==> config.mk <==
export PLATFORM = sky130hd
export DESIGN_NAME = seg_scan_ctrl
export DESIGN_NICKNAME = d
export VERILOG_FILES = /design/src/rtl/seg_pkg.sv /design/src/rtl/scan_timer.sv /design/src/rtl/seg7.sv /design/src/rtl/seg_scan_ctrl.sv
export SDC_FILE = /design/constraint.sdc
export NUM_CORES = 1
export LEC_CHECK = 0
export CAP_MARGIN = 20
export CORE_ASPECT_RATIO = 2
export CORE_MARGIN = 2
export CORE_UTILIZATION = 47
export CTS_CLUSTER_SIZE = 14
export DETAILED_ROUTE_END_ITERATION = 10
export DONT_BUFFER_PORTS = 1
export PLACE_DENSITY = 0.68
export SYNTH_ARGS = -nofsm -noshare
export SYNTH_HDL_FRONTEND = slang
export SYNTH_HIERARCHICAL = 1
export SYNTH_SLANG_ARGS = --single-unit
==> constraint.sdc <==
create_clock -name clk -period 4.1 [get_ports clk]
set_input_delay 0.82 -clock clk [delete_from_list [all_inputs] [get_ports clk]]
set_output_delay 0.82 -clock clk [all_outputs]
set_load 0.02 [all_outputs]
==> src/rtl/seg_pkg.sv <==
// Shared definitions for the multiplexed seven-segment scan controller.
//   scan_state_t : scan FSM states (IDLE, SHOW, GAP)
//   SEG_OFF      : segment pattern with every segment dark
//   BCD_W        : width of one BCD digit
package seg_pkg;

  typedef enum logic [1:0] {
    IDLE,
    SHOW,
    GAP
  } scan_state_t;

  localparam logic [6:0] SEG_OFF = 7'b0;
  localparam int BCD_W = 4;

endpackage

==> src/rtl/scan_timer.sv <==
// Dwell/gap down-counter. start loads length (duration minus one); done is
// high in the final cycle of the interval. The counter parks at zero.
//   clk, reset : clock and synchronous active-high reset
//   start      : load a new interval
//   length     : interval length minus one
//   done       : terminal count reached
module scan_timer #(
  parameter int W = 3
) (
  input  logic         clk,
  input  logic         reset,
  input  logic         start,
  input  logic [W-1:0] length,
  output logic         done
);

  logic [W-1:0] count_reg;

  always_ff @(posedge clk) begin
    if (reset) begin
      count_reg <= '0;
    end else if (start) begin
      count_reg <= length;
    end else if (count_reg != '0) begin
      count_reg <= count_reg - W'(1);
    end
  end

  assign done = (count_reg == '0);

endmodule

==> src/rtl/seg7.sv <==
// Seven-segment decoder, segment order {g,f,e,d,c,b,a}, active high.
// Codes 10..15 show A, b, C, d, E, F.
//   code     : 4-bit digit code
//   segments : decoded segment pattern
module seg7
  import seg_pkg::*;
(
  input  logic [BCD_W-1:0] code,
  output logic [6:0]       segments
);

  always_comb begin
    segments = SEG_OFF;
    case (code)
      4'h0: segments = 7'h3F;
      4'h1: segments = 7'h06;
      4'h2: segments = 7'h5B;
      4'h3: segments = 7'h4F;
      4'h4: segments = 7'h66;
      4'h5: segments = 7'h6D;
      4'h6: segments = 7'h7D;
      4'h7: segments = 7'h07;
      4'h8: segments = 7'h7F;
      4'h9: segments = 7'h6F;
      4'hA: segments = 7'h77;
      4'hB: segments = 7'h7C;
      4'hC: segments = 7'h39;
      4'hD: segments = 7'h5E;
      4'hE: segments = 7'h79;
      4'hF: segments = 7'h71;
      default: segments = SEG_OFF;
    endcase
  end

endmodule

==> src/rtl/seg_scan_ctrl.sv <==
// Scans NUM_DIGITS common-cathode digits through one shared seg7 decoder.
// A pending buffer accepts new values at any time; it is copied into the
// displayed (shadow) buffer only at a frame wrap or while idle, so a frame
// never mixes old and new digits.
//   clk, reset  : clock and synchronous active-high reset
//   enable      : scan enable, 0 keeps the display dark
//   lz_blank    : leading-zero blanking enable
//   load_valid  : new BCD value offered on load_data
//   load_data   : BCD value, digit 0 in the low nibble
//   load_ready  : pending buffer empty
//   segments    : segment drive, dark when no digit is selected
//   digit_sel   : one-hot digit enable
//   frame_done  : one-cycle pulse in the first cycle of each frame
module seg_scan_ctrl
  import seg_pkg::*;
#(
  parameter int NUM_DIGITS = 4,
  parameter int DWELL      = 4,
  parameter int BLANK      = 1
) (
  input  logic                        clk,
  input  logic                        reset,
  input  logic                        enable,
  input  logic                        lz_blank,
  input  logic                        load_valid,
  input  logic [BCD_W*NUM_DIGITS-1:0] load_data,
  output logic                        load_ready,
  output logic [6:0]                  segments,
  output logic [NUM_DIGITS-1:0]       digit_sel,
  output logic                        frame_done
);

  localparam int MAX_LEN = (DWELL > BLANK) ? DWELL : BLANK;
  localparam int CW = $clog2(MAX_LEN + 1);
  localparam int IW = $clog2(NUM_DIGITS);
  localparam logic [CW-1:0] DWELL_LEN = CW'(DWELL - 1);
  localparam logic [CW-1:0] BLANK_LEN = CW'((BLANK > 0) ? BLANK - 1 : 0);
  localparam logic [IW-1:0] LAST_IDX  = IW'(NUM_DIGITS - 1);

  scan_state_t state_reg, state_next;
  logic [IW-1:0] idx_reg, idx_next;
  logic [NUM_DIGITS-1:0][BCD_W-1:0] shadow_reg, shadow_next, pending_reg;
  logic pend_valid_reg;
  logic load_ready_reg;
  logic [NUM_DIGITS-1:0] digit_sel_reg, sel_next;
  logic [BCD_W-1:0] digit_code_reg, code_next;
  logic frame_done_reg, frame_start;
  logic timer_start, timer_done, advance, wrap, commit;
  logic [CW-1:0] timer_len;
  logic [NUM_DIGITS-1:0] blanked;
  logic [6:0] seg_raw;

  scan_timer #(.W(CW)) u_timer (
    .clk    (clk),
    .reset  (reset),
    .start  (timer_start),
    .length (timer_len),
    .done   (timer_done)
  );

  always_ff @(posedge clk) begin
    if (reset) begin
      state_reg      <= IDLE;
      idx_reg        <= '0;
      shadow_reg     <= '0;
      pending_reg    <= '0;
      pend_valid_reg <= 1'b0;
      load_ready_reg <= 1'b1;
      digit_sel_reg  <= '0;
      digit_code_reg <= '0;
      frame_done_reg <= 1'b0;
    end else begin
      state_reg      <= state_next;
      idx_reg        <= idx_next;
      shadow_reg     <= shadow_next;
      digit_sel_reg  <= sel_next;
      digit_code_reg <= code_next;
      frame_done_reg <= frame_start;
      if (load_valid && load_ready_reg) begin
        pending_reg    <= load_data;
        pend_valid_reg <= 1'b1;
        load_ready_reg <= 1'b0;
      end else begin
        if (commit) pend_valid_reg <= 1'b0;
        // Lags the pending flag by one cycle so ready reappears the cycle
        // after the commit edge.
        load_ready_reg <= !pend_valid_reg;
      end
    end
  end

  always_comb begin
    state_next  = state_reg;
    idx_next    = idx_reg;
    timer_start = 1'b0;
    timer_len   = DWELL_LEN;
    frame_start = 1'b0;
    wrap        = 1'b0;
    advance     = 1'b0;
    if (!enable) begin
      state_next = IDLE;
      idx_next   = '0;
    end else begin
      case (state_reg)
        IDLE: begin
          state_next  = SHOW;
          idx_next    = '0;
          timer_start = 1'b1;
          frame_start = 1'b1;
        end
        SHOW: begin
          if (timer_done) begin
            if (BLANK > 0) begin
              state_next  = GAP;
              timer_start = 1'b1;
              timer_len   = BLANK_LEN;
            end else begin
              advance = 1'b1;
            end
          end
        end
        GAP: begin
          if (timer_done) advance = 1'b1;
        end
        default: begin
          state_next = IDLE;
          idx_next   = '0;
        end
      endcase
      if (advance) begin
        state_next  = SHOW;
        timer_start = 1'b1;
        timer_len   = DWELL_LEN;
        if (idx_reg == LAST_IDX) begin
          idx_next    = '0;
          wrap        = 1'b1;
          frame_start = 1'b1;
        end else begin
          idx_next = idx_reg + IW'(1);
        end
      end
    end
  end

  assign commit      = pend_valid_reg && (wrap || state_reg == IDLE);
  assign shadow_next = commit ? pending_reg : shadow_reg;

  // Digit i is blanked when it and every more significant digit are zero.
  genvar gi;
  generate
    for (gi = 0; gi < NUM_DIGITS; gi++) begin : g_lz
      if (gi == 0) begin : g_first
        assign blanked[gi] = 1'b0;
      end else begin : g_upper
        assign blanked[gi] = lz_blank && (shadow_next[NUM_DIGITS-1:gi] == '0);
      end
    end
  endgenerate

  // Outputs are computed from next-state values so the registered copies
  // line up with the state they describe.
  always_comb begin
    sel_next  = '0;
    code_next = shadow_next[idx_next];
    if (state_next == SHOW && !blanked[idx_next]) sel_next[idx_next] = 1'b1;
  end

  seg7 u_seg7 (
    .code     (digit_code_reg),
    .segments (seg_raw)
  );

  assign segments   = (|digit_sel_reg) ? seg_raw : SEG_OFF;
  assign digit_sel  = digit_sel_reg;
  assign frame_done = frame_done_reg;
  assign load_ready = load_ready_reg;

endmodule

==> results.ini <==
[yosys]
synth_area_leader_cell=dfxtp_1
synth_common_cells=nand2_1 (58), dfxtp_1 (50), a21oi_1 (34), inv_1 (14)
yosysMostFrequentCell=nand2_1
synth.area.top_cells=dfxtp_1 (39%), nand2_1 (8.5%), a21oi_1 (6.7%), ha_1 (6.4%), mux2i_1 (4.3%)
async_flop_share_pct=0
avgSynthCellArea_sq_um=8.711
synth_edf_count=0
synthCells=293
synthDistinctLibCells=50
synth_area_sq_um=2552
syn_nets=327
ys_ff_latch=50
synth_warnings=6
yosys_most_used_dff=dfxtp_1
yosysTopAreaCellShare_pct=39.22
seq_area_frac_synth_pct=39.22

[sta]
timing.final.crit_share_pct=66.10
worst_pin_slew_ns=0.5527
fmax_mhz=369.0
skew_ns=0.004402
max_slew_margin_pct=63.15
final-hold-violation-count=0
setup_violations=0
tns_ns=0
fin_crit_ns=2.710
slew_viol_final=0
rsz0062_at_grt=false

[detailed_routing]
wl_per_cell_microns=15.53
via_count=2001
ant_nets=0
dr.pass1.iters=4
drc=0
viasPerCell=5.750
drt-total-wl_mm=5.406
initialDrtViolationCount=73

[placement]
port_buffers=0
gp_congestion=0.8685
dpl.hpwl_mm=4.018
dpl_cell_area_sq_um=2550

[die]
fp.dieW_microns=56.11
core_area_sq_um=5325
initial_core_util_pct=47.93
fp-row-count=38
die_h_microns=108.2
floorplan.io_pins=34
die-area_sq_um=6072

[flow_run]
cap_violations=0

[global_routing]
grtUsageTotal_pct=18.68
met2_usage_pct=34.62
grt_max_degree=43
globalRoute.busiestLayer=met2
grt_pass1_vias=2021
grt_use_met1_pct=21.10
grt_pass1_wl_mm=9.149
grt-ovfl-total=0
met3_usage_pct=3.110
antenna_found_initial=0

[pwr]
p_sw_w=0.0002673
vdd_drop_max_mv=0.2712
p_comb_share_pct=13.5
leakage_nw=1.037
pwr-share-seq_pct=54.9
p_int_w=0.0006993
p_sw_share_pct=27.65
p_clk_share_pct=31.5
power.density_nw_per_um2=364.2

[clocking]
numCtsBuffers=5
h-tree-depth=2
cts_buffer_depth=2
root_buffer=clkbuf_8
post_cts_buffers=0
cts_resized=0
tritoncts=yes
clk_pin_slew_worst_paths_ns=0.09
clock-sinks=50
clk_latency_ns=0.30
hold_buffers=0

[critical_path]
worstPathRequired_ns=3.28
start_kind=flip-flop
critical_path_class=reg2out
end_kind=output port
worst_ep_arrival_time_ns=1.89
worst-path-max-fanout=5

[layout]
layout-drive-gt1-share_pct=8.681
nFillCells=526
diodes=0
final_area_sq_um=2654
syn_to_final_growth_pct=3.971
nets=321

[status]
status=finished, final reports clean

[min_path]
min_path_type=reg2reg

## path summary, 6_finish.rpt
path / startpoint / end / slack (ns) / cells after the start
worst max-delay path: digit_code_reg[1]$_SDFF_PP0_ / segments[5] / 1.39 / 5
worst min-delay path: shadow_reg[3]$_SDFF_PP0_ / shadow_reg[3]$_SDFF_PP0_ / 0.46 / 2
worst max register to register: u_timer/count_reg[0]$_SDFFE_PP0P_ / digit_code_reg[2]$_SDFF_PP0_ / 1.66 / 9
worst min register to register: shadow_reg[3]$_SDFF_PP0_ / shadow_reg[3]$_SDFF_PP0_ / 0.46 / 2
## worst max-delay path, stage by stage, from the launching register on
cell and delay (ns):
dfxtp_1 0.42, inv_1 0.12, ha_1 0.26, mux2_2 0.28, a21oi_1 0.13, nor2b_1 0.38
## layer usage
layer | wire length (microns) | share of wire [%] | vias to the layer above
met5 | 0 | 0 | -
met4 | 113 | 2.1 | 0
met3 | 215 | 4.0 | 12
met2 | 2858 | 53 | 44
met1 | 2220 | 41 | 943
li1 | - | - | 1002
## per-stage QoR
stage | total power (W) | worst slack (ns) | std cells | util (%) | hold slack (ns)
5_1_grt | 0.001011 | 1.243 | 348 | 49.84 | 0.4685
3_5_place_dp | 0.0006722 | 1.674 | 339 | 47.89 | 0.4450
3_3_place_gp | 0.0006642 | 1.722 | 339 | 47.89 | 0.4370
2_1_floorplan | 0.0006569 | 1.871 | 293 | - | 0.4332
4_1_cts | 0.0009729 | 1.341 | 347 | 49.74 | 0.4588
6_report | 0.0009666 | 1.390 | 348 | 49.84 | 0.4576
## layout by cell type (no fill, tap or decap), types with 3 or more instances in the layout
cell type  instances
a21oi_1           34
a22o_1             3
a31oi_1            5
clkbuf_8           6
dfxtp_1           50
ha_1              13
inv_1             14
mux2_2             3
mux2i_1           11
mux4_2             3
nand2_1           58
nand2b_1           3
nand3_1            4
nor2_1            13
nor2b_1           13
nor4_1             7
nor4b_1            3
o21ai_0            6
## power by group through the flow
stage	sequential, W	clock [W]	combinational (W)
after global routing	0.000534	0.000331	0.000146
after detailed placement	0.000542	0	0.000130
final	0.000531	0.000305	0.000131
after global placement	0.000541	0	0.000123
after CTS	0.000531	0.000312	0.000130
after floorplan	0.000535	0	0.000122
## cells by family (layout without fill, tap and decap cells)
| family | Yosys count | after routing | synth area share, % |
|---|---|---|---|
| adder cells (fa/ha/maj) | 13 | 13 | 6.373 |
| AO/OA/AOI/OAI | 64 | 64 | 16.42 |
| buffers and inverters | 29 | 24 | 5.245 |
| multiplexers | 18 | 18 | 9.314 |
| other | 1 | 1 | 0.1469 |
| flip-flops | 50 | 50 | 39.22 |
| AND/OR/NAND/NOR | 118 | 118 | 23.28 |
## cell type report
type                    count  area (sq um)  share of cell area [%]
multi-input cells         214          1418                   53.42
flip-flops and latches     50          1001                   37.72
clock buffers               6         82.58                   3.112
well taps                  60         75.07                   2.829
inverters                  15         56.30                   2.122
clock inverters             2         16.27                  0.6129
repair buffers              1         5.005                  0.1886
(Power assumes the default switching activity.)
==> RTL edit: new RTL, config.mk and constraints unchanged <==
Put a register stage on the output `segments`. The value now appears one clock later. The other outputs are not delayed to match.
--- a/src/rtl/seg_scan_ctrl.sv
+++ b/src/rtl/seg_scan_ctrl.sv
@@ -38,2 +38,4 @@
   localparam logic [IW-1:0] LAST_IDX  = IW'(NUM_DIGITS - 1);
+
+  logic [6:0] segments_d;
 
@@ -172,3 +174,3 @@
 
-  assign segments   = (|digit_sel_reg) ? seg_raw : SEG_OFF;
+  assign segments_d = (|digit_sel_reg) ? seg_raw : SEG_OFF;
   assign digit_sel  = digit_sel_reg;
@@ -177,2 +179,6 @@
 
+  always_ff @(posedge clk) begin
+    segments <= segments_d;
+  end
+
 endmodule
Function: changed (Yosys sat finds a counterexample within 4 cycles, from zero or initial values and one cycle with reset high).
==> RTL edit against the original RTL <==
  * Final area is 14% higher
  * Worst setup slack better by 0.056 ns
  * First-iteration DRC count is 33% lower
  * Routed wire length is 17% higher
  * Count of clock-buffer cells in the layout is 5 higher
  * Critical path depth is 4 higher
  * Power is 46% higher
  * Synthesized area is 8.4% higher
  * Via count is 14% higher
  * Sequential power is 17% higher
  * Sequential cell count is 7 higher
  * Cell count is 11% higher
  * Largest power group is now the clock network
==> RTL edit: results (changes against the original RTL) <==
----------------------------------------------------
[Run status]
  Status ... completed (unchanged)

[Placement]
  Count of input and output buffers ... 0 (unchanged)
  Estimated wirelength of the detail-placed design ... 4.70 mm (was 4.02 mm)
  Cell count after placement ... 371 (was 339)
  Post-Place Cell Area ... 2740 um^2 (was 2550 um^2)
  GP Congestion ... 0.893 (was 0.869)

[Global route]
  Wire length of the first global-routing pass ... 10.4 mm (was 9.15 mm)
  Via count of the first global-routing pass ... 2215 (was 2021)
  Total global-route track usage ... 0.216 (was 0.187)
  Number of antenna violations at the first check in global routing ... 0 (unchanged)
  Pin count of the biggest net entering global routing ... 39 (was 43)

[Cells and area]
  Filler-free cell count of the finished design ... 387 (was 348)
  # nets final ... 356 (was 321)
  Ant. Diodes ... 0 (unchanged)
  Layout cells sized above 1 ... 0.0798 (was 0.0868)

[Timing]
  Transition at the pin with the smallest max-transition slack ... 0.990 ns (was 0.553 ns)
  Skew final ... 0.00557 ns (was 0.00440 ns)

[Route]
  Average via count per standard cell ... 5.90 (was 5.75)
  First-pass DRT Iterations ... 4 (unchanged)
  Iteration-0 DRC count of the detailed router ... 49 (was 73)
  Avg WL per Cell ... 16.3 um (was 15.5 um)

[Clocking]
  H-tree Lvls ... 3 (was 2)
  Clock latency on the worst-skew pair ... 0.33 ns (was 0.30 ns)
  TritonCTS buffer count ... 9 (was 5)
  Resized cells post-CTS ... 0 (unchanged)
  Number of buffers between clock root and the deepest sink ... 2 (unchanged)
  Number of setup buffers added after CTS ... 0 (unchanged)
  CTS clock-pin slew for the worst setup and hold paths ... 0.05 ns (was 0.09 ns)
  CTS root buffer ... sky130_fd_sc_hd__clkbuf_16 (was sky130_fd_sc_hd__clkbuf_8)

[Logic synthesis]
  Most area-consuming cells after synthesis ... sky130_fd_sc_hd__dfxtp_1, sky130_fd_sc_hd__nand2_1, sky130_fd_sc_hd__a21oi_1 (unchanged)
  Number of warnings issued by yosys ... 6 (unchanged)
  Most common library cells after synthesis ... sky130_fd_sc_hd__nand2_1, sky130_fd_sc_hd__dfxtp_1, sky130_fd_sc_hd__a21oi_1, sky130_fd_sc_hd__nor2_1, sky130_fd_sc_hd__inv_1 (was sky130_fd_sc_hd__nand2_1, sky130_fd_sc_hd__dfxtp_1, sky130_fd_sc_hd__a21oi_1, sky130_fd_sc_hd__inv_1)
  Post-synth design cell area ... 2770 um^2 (was 2550 um^2)
  Primary flip-flop cell chosen by synthesis mapping ... sky130_fd_sc_hd__dfxtp_1 (unchanged)
  Gate Count Post-Synth ... 327 (was 293)
  Count of different cell masters after synthesis ... 46 (was 50)
  Synth async-reset ratio ... 0 (unchanged)
  Fraction of the yosys area taken by sequential cells ... 0.412 (was 0.392)

[Power]
  Leakage power ... 1.14 nW (was 1.04 nW)
  Worst vdd ir ... 413 uV (was 271 uV)
  Share of total power consumed by net switching ... 0.249 (was 0.277)

[Critical path]
  Data arrival, critical path ... 2.86 ns (was 1.89 ns)
  Largest fanout on the critical path ... 14 (was 5)

[Hold path]
  Worst hold path class ... register to register (unchanged)

----------------------------------------------------
## RTL edit: cell types whose count changed after synthesis, moves of 5 or more
cell / change
sky130_fd_sc_hd__a21oi_1: +8
sky130_fd_sc_hd__a31oi_1: -5
sky130_fd_sc_hd__dfxtp_1: +7
sky130_fd_sc_hd__mux2i_1: -5
sky130_fd_sc_hd__nand2_1: +10
sky130_fd_sc_hd__nor2_1: +7
## RTL edit: worst max-delay path: stages (launching register included)
cell                       delay [ns]
sky130_fd_sc_hd__dfxtp_1         0.32
sky130_fd_sc_hd__inv_1           0.09
sky130_fd_sc_hd__ha_1            0.19
sky130_fd_sc_hd__nand2b_1        0.11
sky130_fd_sc_hd__inv_1           0.26
sky130_fd_sc_hd__a41oi_4         0.20
sky130_fd_sc_hd__nor2b_1         0.74
sky130_fd_sc_hd__o21ai_0         0.20
sky130_fd_sc_hd__a21oi_1         0.29
sky130_fd_sc_hd__o31ai_1         0.12
## RTL edit: logic make-up (layout without fill, tap and decap cells)
logic type | after synthesis | count (layout) | share of synthesized area
multiplexers | 10 | 10 | 0.0434
AND/OR/NAND/NOR | 134 | 134 | 0.226
adder cells (fa/ha/maj) | 13 | 13 | 0.0588
other | 1 | 1 | 0.00136
AO/OA/AOI/OAI | 80 | 80 | 0.200
flip-flops | 57 | 57 | 0.412
buffers and inverters | 32 | 31 | 0.0583
## RTL edit: per-layer routing
layer	wire (um)	GRT usage
met3	319	0.0415
met4	530	0.220
met2	3280	0.367
met1	2190	0.198
met5	0	0
## RTL edit: power groups by stage
stage          logic [mW]  clock network (mW)  registers [mW]
3_5_place_dp        0.135                   0           0.632
5_1_grt             0.155               0.700           0.624
4_1_cts             0.136               0.667           0.621
3_3_place_gp        0.130                   0           0.631
6_report            0.136               0.651           0.621
2_1_floorplan       0.126                   0           0.622
## RTL edit: area by class of cell
cell class / instances / area, um^2
multi-input combinational: 238 / 1460
timing repair buffer: 1 / 15.0
tap: 61 / 76.3
clock buffer: 11 / 243
fill: 549 / 2690
sequential: 57 / 1140
clock inverter: 4 / 20.0
inverter: 15 / 56.3
## RTL edit: worst paths after layout
kind,from,to,slack [ns],cells after the start
hold / removal,shadow_reg[1]$_SDFF_PP0_,shadow_reg[1]$_SDFF_PP0_,0.45,2
setup reg to reg,u_timer/count_reg[0]$_SDFFE_PP0P_,digit_code_reg[3]$_SDFF_PP0_,1.45,9
setup / recovery,u_timer/count_reg[0]$_SDFFE_PP0P_,digit_code_reg[3]$_SDFF_PP0_,1.45,9
hold reg to reg,shadow_reg[1]$_SDFF_PP0_,shadow_reg[1]$_SDFF_PP0_,0.45,2
## RTL edit: per-stage QoR
stage	setup slack (ns)	total power, mW
finish	1.45	1.41
global route	1.20	1.48
CTS	1.21	1.42
detailed placement	1.23	0.766
global placement	1.41	0.761
floorplan	2.09	0.748
